===== config.mk =====
export PLATFORM = sky130hd
export DESIGN_NAME = instr_feeder_flat
export DESIGN_NICKNAME = d
export VERILOG_FILES = /design/src/rtl/instr_feeder_if.sv /design/src/rtl/instr_feeder.sv /design/src/flat_wrapper.sv
export SDC_FILE = /design/constraint.sdc
export NUM_CORES = 1
export LEC_CHECK = 0
export CORE_UTILIZATION = 54
export CTS_BUF_LIST = sky130_fd_sc_hd__clkbuf_16
export CTS_CLUSTER_DIAMETER = 60
export DETAILED_ROUTE_END_ITERATION = 8
export GPL_TIMING_DRIVEN = 0
export PLACE_DENSITY = 0.76
export RECOVER_POWER = 25
export SYNTH_ARGS = -nofsm -noshare
export SYNTH_HDL_FRONTEND = slang
export SYNTH_SLANG_ARGS = --single-unit

===== constraint.sdc =====
create_clock -name clock -period 2.7 [get_ports clock]
set_clock_uncertainty 0.15 [all_clocks]
set_input_delay 0.405 -clock clock [delete_from_list [all_inputs] [get_ports clock]]
set_output_delay 0.405 -clock clock [all_outputs]
set_load 0.03 [all_outputs]

===== src/rtl/instr_feeder_if.sv =====
// -----------------------------------------------------------------------------
// instr_feeder_if
// Bundles the host-side load stream, the run controls and the CPU-facing pins
// of the instruction feeder.
//   slave  modport : the feeder itself (consumes load/start/clear/cpu_pc)
//   master modport : whoever drives the feeder (host logic or a testbench)
// Signals:
//   load_valid/load_data/load_ready : byte stream into program memory
//   start/clear                     : run request / return to idle and empty
//   cpu_pc                          : CPU output bus (PC while cpu_sel=0)
//   instr_out                       : 14-bit instruction presented to the CPU
//   cpu_sel/cpu_rst_n               : CPU output mux select, CPU reset (low)
//   prog_len                        : complete instructions loaded
//   running/done/timeout            : status flags
// -----------------------------------------------------------------------------
interface instr_feeder_if #(
    parameter int DEPTH = 16
);
    localparam int LW = $clog2(DEPTH) + 1;

    logic          load_valid;
    logic [7:0]    load_data;
    logic          load_ready;
    logic          start;
    logic          clear;
    logic [7:0]    cpu_pc;
    logic [13:0]   instr_out;
    logic          cpu_sel;
    logic          cpu_rst_n;
    logic [LW-1:0] prog_len;
    logic          running;
    logic          done;
    logic          timeout;

    modport slave (
        input  load_valid, load_data, start, clear, cpu_pc,
        output load_ready, instr_out, cpu_sel, cpu_rst_n, prog_len,
               running, done, timeout
    );

    modport master (
        output load_valid, load_data, start, clear, cpu_pc,
        input  load_ready, instr_out, cpu_sel, cpu_rst_n, prog_len,
               running, done, timeout
    );
endinterface


===== src/rtl/instr_feeder.sv =====
// -----------------------------------------------------------------------------
// instr_feeder
// Host-side driver for the 8-bit common-bus CPU tile. A program is loaded as
// byte pairs (high byte, then low byte whose bits [7:2] complete the 14-bit
// word). While idle the CPU is held in reset; on start it gets a one-cycle
// reset pulse and is then served mem[cpu_pc/4] with one clock of latency.
// The run ends when the PC leaves the program or the cycle limit expires,
// after which the CPU output mux is switched to register view.
// Ports:
//   clock : system clock, rising edge
//   reset : asynchronous active-high reset
//   bus   : instr_feeder_if.slave (load stream, controls, CPU pins, status)
// -----------------------------------------------------------------------------
module instr_feeder #(
    parameter int          DEPTH      = 16,
    parameter int          MAX_CYCLES = 1000,
    parameter logic [13:0] NOP_INSTR  = 14'h0000
) (
    input  logic           clock,
    input  logic           reset,
    instr_feeder_if.slave  bus
);
    localparam int AW  = $clog2(DEPTH) + 1;   // wr_ptr / prog_len width
    localparam int MAW = $clog2(DEPTH);       // memory address width

    localparam logic [AW-1:0] DEPTH_L  = AW'(DEPTH);
    localparam logic [15:0]   CYC_LAST = 16'(MAX_CYCLES - 1);

    typedef enum logic [1:0] {
        ST_IDLE = 2'd0,
        ST_RUN  = 2'd1,
        ST_DONE = 2'd2
    } state_t;

    state_t         r_state;
    state_t         w_next_state;

    logic [AW-1:0]  r_wr_ptr;
    logic           r_phase;
    logic [7:0]     r_hi;
    logic [15:0]    r_cycle_cnt;
    logic [13:0]    r_instr_out;
    logic           r_cpu_rst_n;
    logic           r_timeout;

    logic [13:0]    r_mem [DEPTH];

    logic           w_load_ready;
    logic           w_accept;
    logic [5:0]     w_idx;
    logic           w_in_prog;
    logic           w_end;
    logic           w_timeout_hit;
    logic           w_start_ok;
    logic           w_enter_run;
    logic [MAW-1:0] w_wr_addr;
    logic [MAW-1:0] w_rd_addr;
    logic           w_unused_bits;

    // Low two bits of the PC and of each low program byte carry no meaning.
    assign w_unused_bits = ^{bus.cpu_pc[1:0], bus.load_data[1:0]};

    assign w_idx     = bus.cpu_pc[7:2];
    assign w_wr_addr = r_wr_ptr[MAW-1:0];
    // Truncation is safe: the read is only used when idx < prog_len <= DEPTH.
    assign w_rd_addr = w_idx[MAW-1:0];
    assign w_in_prog = ({1'b0, w_idx} < 7'(r_wr_ptr));

    assign w_load_ready = (r_state == ST_IDLE) && (r_wr_ptr < DEPTH_L);
    assign w_accept     = bus.load_valid && w_load_ready && !bus.clear;

    // A start is only honoured on a complete, non-empty program with no byte
    // arriving in the same cycle.
    assign w_start_ok = bus.start && !bus.load_valid && !r_phase &&
                        (r_wr_ptr != '0);

    // End is only judged once the CPU is out of reset, so the PC it shows
    // during the reset pulse cannot terminate the run.
    assign w_end         = (r_state == ST_RUN) && r_cpu_rst_n && !w_in_prog;
    assign w_timeout_hit = (r_state == ST_RUN) && (r_cycle_cnt == CYC_LAST) &&
                           !w_end;

    assign w_enter_run = (w_next_state == ST_RUN) && (r_state != ST_RUN);

    // ---------------------------------------------------------------- FSM: state
    always_ff @(posedge clock or posedge reset) begin
        if (reset) begin
            r_state <= ST_IDLE;
        end else begin
            r_state <= w_next_state;
        end
    end

    // ----------------------------------------------------------- FSM: next state
    always_comb begin
        w_next_state = r_state;
        if (bus.clear) begin
            w_next_state = ST_IDLE;
        end else begin
            case (r_state)
                ST_IDLE: if (w_start_ok)              w_next_state = ST_RUN;
                ST_RUN:  if (w_end || w_timeout_hit)  w_next_state = ST_DONE;
                ST_DONE: if (bus.start)               w_next_state = ST_RUN;
                default:                              w_next_state = ST_IDLE;
            endcase
        end
    end

    // --------------------------------------------------------------- FSM: outputs
    always_comb begin
        bus.load_ready = w_load_ready;
        bus.running    = (r_state == ST_RUN);
        bus.done       = (r_state == ST_DONE);
        bus.cpu_sel    = (r_state == ST_DONE);
        bus.timeout    = r_timeout;
        bus.prog_len   = r_wr_ptr;
        bus.instr_out  = r_instr_out;
        bus.cpu_rst_n  = r_cpu_rst_n;
    end

    // ------------------------------------------------------------------ datapath
    always_ff @(posedge clock or posedge reset) begin
        if (reset) begin
            r_wr_ptr    <= '0;
            r_phase     <= 1'b0;
            r_hi        <= 8'h00;
            r_cycle_cnt <= 16'h0000;
            r_instr_out <= NOP_INSTR;
            r_cpu_rst_n <= 1'b0;
            r_timeout   <= 1'b0;
        end else begin
            if (bus.clear) begin
                r_wr_ptr <= '0;
                r_phase  <= 1'b0;
            end else if (w_accept) begin
                if (!r_phase) begin
                    r_hi    <= bus.load_data;
                    r_phase <= 1'b1;
                end else begin
                    r_wr_ptr <= r_wr_ptr + 1'b1;
                    r_phase  <= 1'b0;
                end
            end

            if (w_enter_run) begin
                r_cycle_cnt <= 16'h0000;
            end else if ((r_state == ST_RUN) && (r_cycle_cnt != 16'hFFFF)) begin
                r_cycle_cnt <= r_cycle_cnt + 16'h0001;
            end

            // Fetch only while staying in RUN, so DONE/IDLE always show NOP.
            if ((r_state == ST_RUN) && (w_next_state == ST_RUN) && w_in_prog) begin
                r_instr_out <= r_mem[w_rd_addr];
            end else begin
                r_instr_out <= NOP_INSTR;
            end

            // Low for the first RUN cycle (reset pulse) and throughout IDLE;
            // high otherwise so the CPU keeps its state in DONE.
            r_cpu_rst_n <= (w_next_state != ST_IDLE) && !w_enter_run;

            if ((r_state == ST_RUN) && (w_next_state == ST_DONE)) begin
                r_timeout <= w_timeout_hit;
            end else if (w_next_state != ST_DONE) begin
                r_timeout <= 1'b0;
            end
        end
    end

    // Program memory write port (no reset so it maps onto block RAM).
    always_ff @(posedge clock) begin
        if (w_accept && r_phase) begin
            r_mem[w_wr_addr] <= {r_hi, bus.load_data[7:2]};
        end
    end

endmodule


===== src/flat_wrapper.sv =====
// flat-port wrapper written by rule: the top's interface ports become plain ports
module instr_feeder_flat 
#(
    parameter int          DEPTH      = 16,
    parameter int          MAX_CYCLES = 1000,
    parameter logic [13:0] NOP_INSTR  = 14'h0000
)
  (clock, reset, bus_load_valid, bus_load_data, bus_start, bus_clear, bus_cpu_pc, bus_load_ready, bus_instr_out, bus_cpu_sel, bus_cpu_rst_n, bus_prog_len, bus_running, bus_done, bus_timeout);
  instr_feeder_if #(.DEPTH(DEPTH)) bus_i ();
  input  logic clock;
  input  logic reset;
  input wire logic [$bits(bus_i.load_valid)-1:0] bus_load_valid;
  input wire logic [$bits(bus_i.load_data)-1:0] bus_load_data;
  input wire logic [$bits(bus_i.start)-1:0] bus_start;
  input wire logic [$bits(bus_i.clear)-1:0] bus_clear;
  input wire logic [$bits(bus_i.cpu_pc)-1:0] bus_cpu_pc;
  output wire logic [$bits(bus_i.load_ready)-1:0] bus_load_ready;
  output wire logic [$bits(bus_i.instr_out)-1:0] bus_instr_out;
  output wire logic [$bits(bus_i.cpu_sel)-1:0] bus_cpu_sel;
  output wire logic [$bits(bus_i.cpu_rst_n)-1:0] bus_cpu_rst_n;
  output wire logic [$bits(bus_i.prog_len)-1:0] bus_prog_len;
  output wire logic [$bits(bus_i.running)-1:0] bus_running;
  output wire logic [$bits(bus_i.done)-1:0] bus_done;
  output wire logic [$bits(bus_i.timeout)-1:0] bus_timeout;
  assign bus_i.load_valid = bus_load_valid;
  assign bus_i.load_data = bus_load_data;
  assign bus_i.start = bus_start;
  assign bus_i.clear = bus_clear;
  assign bus_i.cpu_pc = bus_cpu_pc;
  assign bus_load_ready = bus_i.load_ready;
  assign bus_instr_out = bus_i.instr_out;
  assign bus_cpu_sel = bus_i.cpu_sel;
  assign bus_cpu_rst_n = bus_i.cpu_rst_n;
  assign bus_prog_len = bus_i.prog_len;
  assign bus_running = bus_i.running;
  assign bus_done = bus_i.done;
  assign bus_timeout = bus_i.timeout;
  instr_feeder #(.DEPTH(DEPTH), .MAX_CYCLES(MAX_CYCLES), .NOP_INSTR(NOP_INSTR)) u_core (.clock(clock), .reset(reset), .bus(bus_i));
endmodule

==> results.yml <==
synthesis:
  avgSynthCellArea_um2: 19.3
  synth_area_mm2: 0.0111
  synth.net_count: 607
  ys.warnings.count: 0
  postSynth.topFlopCell: "edfxtp_1"
  synth.most_common_cell: "edfxtp_1"
  synth-async-reset-ratio_pct: 17.6
  synth_cell_types: 58
  yosys-top-cells-count: "edfxtp_1 (224), dfrtp_1 (48), nor2_1 (37)"
  synth_edf_count: 224
  yosysSeqAreaShare_pct: 71.3
  ys_top_cells_by_area: "edfxtp_1 (60%), dfrtp_1 (11%), mux4_2 (7.3%)"
  netlist_instances: 577
  yosys.area.top_type: "edfxtp_1"
  yosysTopAreaCellShare_pct: 60.5
  ys_ff_latch: 272
global_routing:
  grt_pass1_vias: 5950
  grt_max_degree: 39
  antenna_found_initial: 0
  grt_pass1_wl_um: 35400
  grt_usage_pct: 22.6
  overflow: 0
drt:
  drt-initial-drc-count: 513
  post_drt_wl_per_cell_um: 24.7
  wl_met1_um: 9530
  wl_um: 23800
  viasPerCell: 6.10
  vias: 5868
  drc_errors: 0
  ant_nets: 0
  dr_wl_met2_um: 12100
  dr.pass1.iters: 5
  met3RoutedLength_um: 1490
  dr.max_layer_used: "met4"
sta:
  fmax_ghz: 0.383
  finalCritPeriodShare_pct: 96.8
  max-slew-margin-rel_pct: 40.2
  period_minus_slack_ns: 2.61
  drv_slew: 0
  whs_ns: 0.341
  fin_setup_tns_ns: 0
  finalSetupViolations: 0
  tightest_slew_ns: 0.895
  hold_violations: 0
  setup_slack_ns: 0.0874
cells_and_area:
  finalNonFillerCells: 962
  fin_area_mm2: 0.0134
  fin_nets: 701
  fillCellCount: 1252
  area_growth_pct: 20.3
  fin_util_pct: 66.1
  drive_gt1_share_pct: 25.9
  diodes: 0
die:
  ios: 46
  floorplan.initialDensity_pct: 55.0
  rows: 52
  dieArea_mm2: 0.0212
  die_y_um: 146
  core_area_mm2: 0.0202
  die_x_um: 146
placement:
  dp.cells: 891
  place.gp.congestion: 0.812
  placedInstanceArea_mm2: 0.0120
  portBuffers: 43
  dp_hpwl_um: 14300
  pre_cts_ws_ns: -0.676
pwr:
  ir_drop_v: 0.000452
  p_leak_nw: 4.56
  power_mw: 9.43
  powerDensity_mw_per_mm2: 705
worst_setup_path:
  timing.critical_path.buf_inv: 2
  rr_worst_depth: 7
  cp_top_family: "simple AND/OR/NAND/NOR gates"
  r2r_end: "u_core.r_cycle_cnt[1]$_DFFE_PP0P_"
  crit_type: "flip-flop to flip-flop"
  cp.required_ns: 2.96
  max_stage_delay_ns: 0.75
  crit_path_max_fanout: 10
  end_kind: "flip-flop"
  start_kind: "flip-flop"
  cp_cell_sequence: "inv_1 > ha_1 > or4b_1 > a21oi_1 > nor4b_2 > buf_2 > nor2_1"
  ff2ff_setup_slack_ns: 0.09
  cp_data_arrival_time_ns: 2.87
  worst_path_max_delay_cell: "nor4b_2"
  r2r-start: "u_core.bus.prog_len[1]$_DFFE_PP0P_"
cts:
  h-tree-depth: 1
  clockBufferDepth: 3
  cts_tree: "built"
  clock_sinks: 272
  clk_pin_slew_ns: 0.06
  clock_latency_ns: 0.54
  clockRootBuffer: "clkbuf_16"
  numCtsBuffers: 27
outcome:
  status: "completed"
min_path:
  hold_depth: 2
  hold_class: "input pin to flip-flop"
  min-delay-start: "bus_load_data[0]"
  hold_end: "u_core.r_hi[0]$_DFFE_PP0P_"
run:
  drv_cap: 0
[worst reg2reg max path, cell delays in order, from the launching register on]
cell and delay, ns:
dfrtp_1 0.51, inv_1 0.15, ha_1 0.22, or4b_1 0.18
a21oi_1 0.10, nor4b_2 0.75, buf_2 0.36, nor2_1 0.08
[how the worst max path moves through the flow]
stage | from | to | slack, ns | cells past startpoint
global route | u_core.bus.prog_len[0]$_DFFE_PP0P_ | u_core.r_cycle_cnt[13]$_DFFE_PP0P_ | -0.02 | 7
global placement | bus_cpu_pc[5] | u_core.bus.instr_out[0]$_DFF_PP0_ | -0.68 | 8
finish | u_core.bus.prog_len[1]$_DFFE_PP0P_ | u_core.r_cycle_cnt[1]$_DFFE_PP0P_ | 0.09 | 7
CTS | u_core.bus.prog_len[4]$_DFFE_PP0P_ | u_core.r_mem[15][1]$_DFFE_PP_ | -0.20 | 5
detailed placement | bus_cpu_pc[5] | u_core.bus.instr_out[0]$_DFF_PP0_ | -0.68 | 8
floorplan | u_core.bus.prog_len[3]$_DFFE_PP0P_ | u_core.bus.instr_out[10]$_DFF_PP0_ | -0.08 | 10
[kinds of logic after synthesis]
group | synth area share, %
flip-flops | 71.3
AND/OR/NAND/NOR | 5.54
multiplexers | 14.6
AO/OA/AOI/OAI | 4.33
buffers and inverters | 2.34
XOR/XNOR | 0.945
adder cells (fa/ha/maj) | 1.01
[cell usage in the layout, fill, tap and decap left out, drive strengths merged, types with 8 or more instances in the layout]
cell / instances
inv: 13
nor2: 37
clkinv: 13
a211oi: 29
mux4: 56
clkdlybuf4s50: 39
buf: 38
edfxtp: 224
mux2: 10
nor3: 13
nand2: 14
and2b: 10
mux2i: 17
dfrtp: 48
clkbuf: 40
nand3: 8
ha: 9
[area by class of cell]
cell class / instances / area [um^2] / area share [%]
buffer: 27 / 238 / 1.78
clock buffer: 28 / 701 / 5.24
clock inverter: 22 / 198 / 1.48
inverter: 8 / 30.0 / 0.224
multi-input combinational: 268 / 3140 / 23.4
sequential: 272 / 7930 / 59.2
tap: 270 / 338 / 2.52
timing repair buffer: 67 / 815 / 6.09
[repair_timing]
item / in CTS / in global routing
setup buffers: 6 / 16
gates resized for setup: 20 / 12
hold buffers: 1 / 0
pin swaps: 3 / 12
endpoints found under the hold margin: 10 / 0
setup endpoints to repair: 239 / 199
[metal layers]
metal  GRT usage [%]  vias to the layer above
met5               0                        -
met4            7.00                        0
met3            3.42                       48
met2            38.9                      235
met1            29.8                     3060
li1                -                     2525
[flip-flops by register name, summed over array words and instances (netlist names)]
signal,count
u_core.r_cycle_cnt,16
u_core.bus.instr_out,14
u_core.r_state,2
u_core.r_hi,8
u_core.bus.timeout,1
u_core.r_mem,224
u_core.bus.prog_len,5
u_core.bus.cpu_rst_n,1
u_core.r_phase,1
[power breakdown]
part	internal [mW]	leakage, nW	switching (mW)
registers	4.80	2.63	0.257
logic	0.286	1.47	0.337
clock network	2.25	0.457	1.51
No activity file was read; power rests on OpenSTA's default activity.
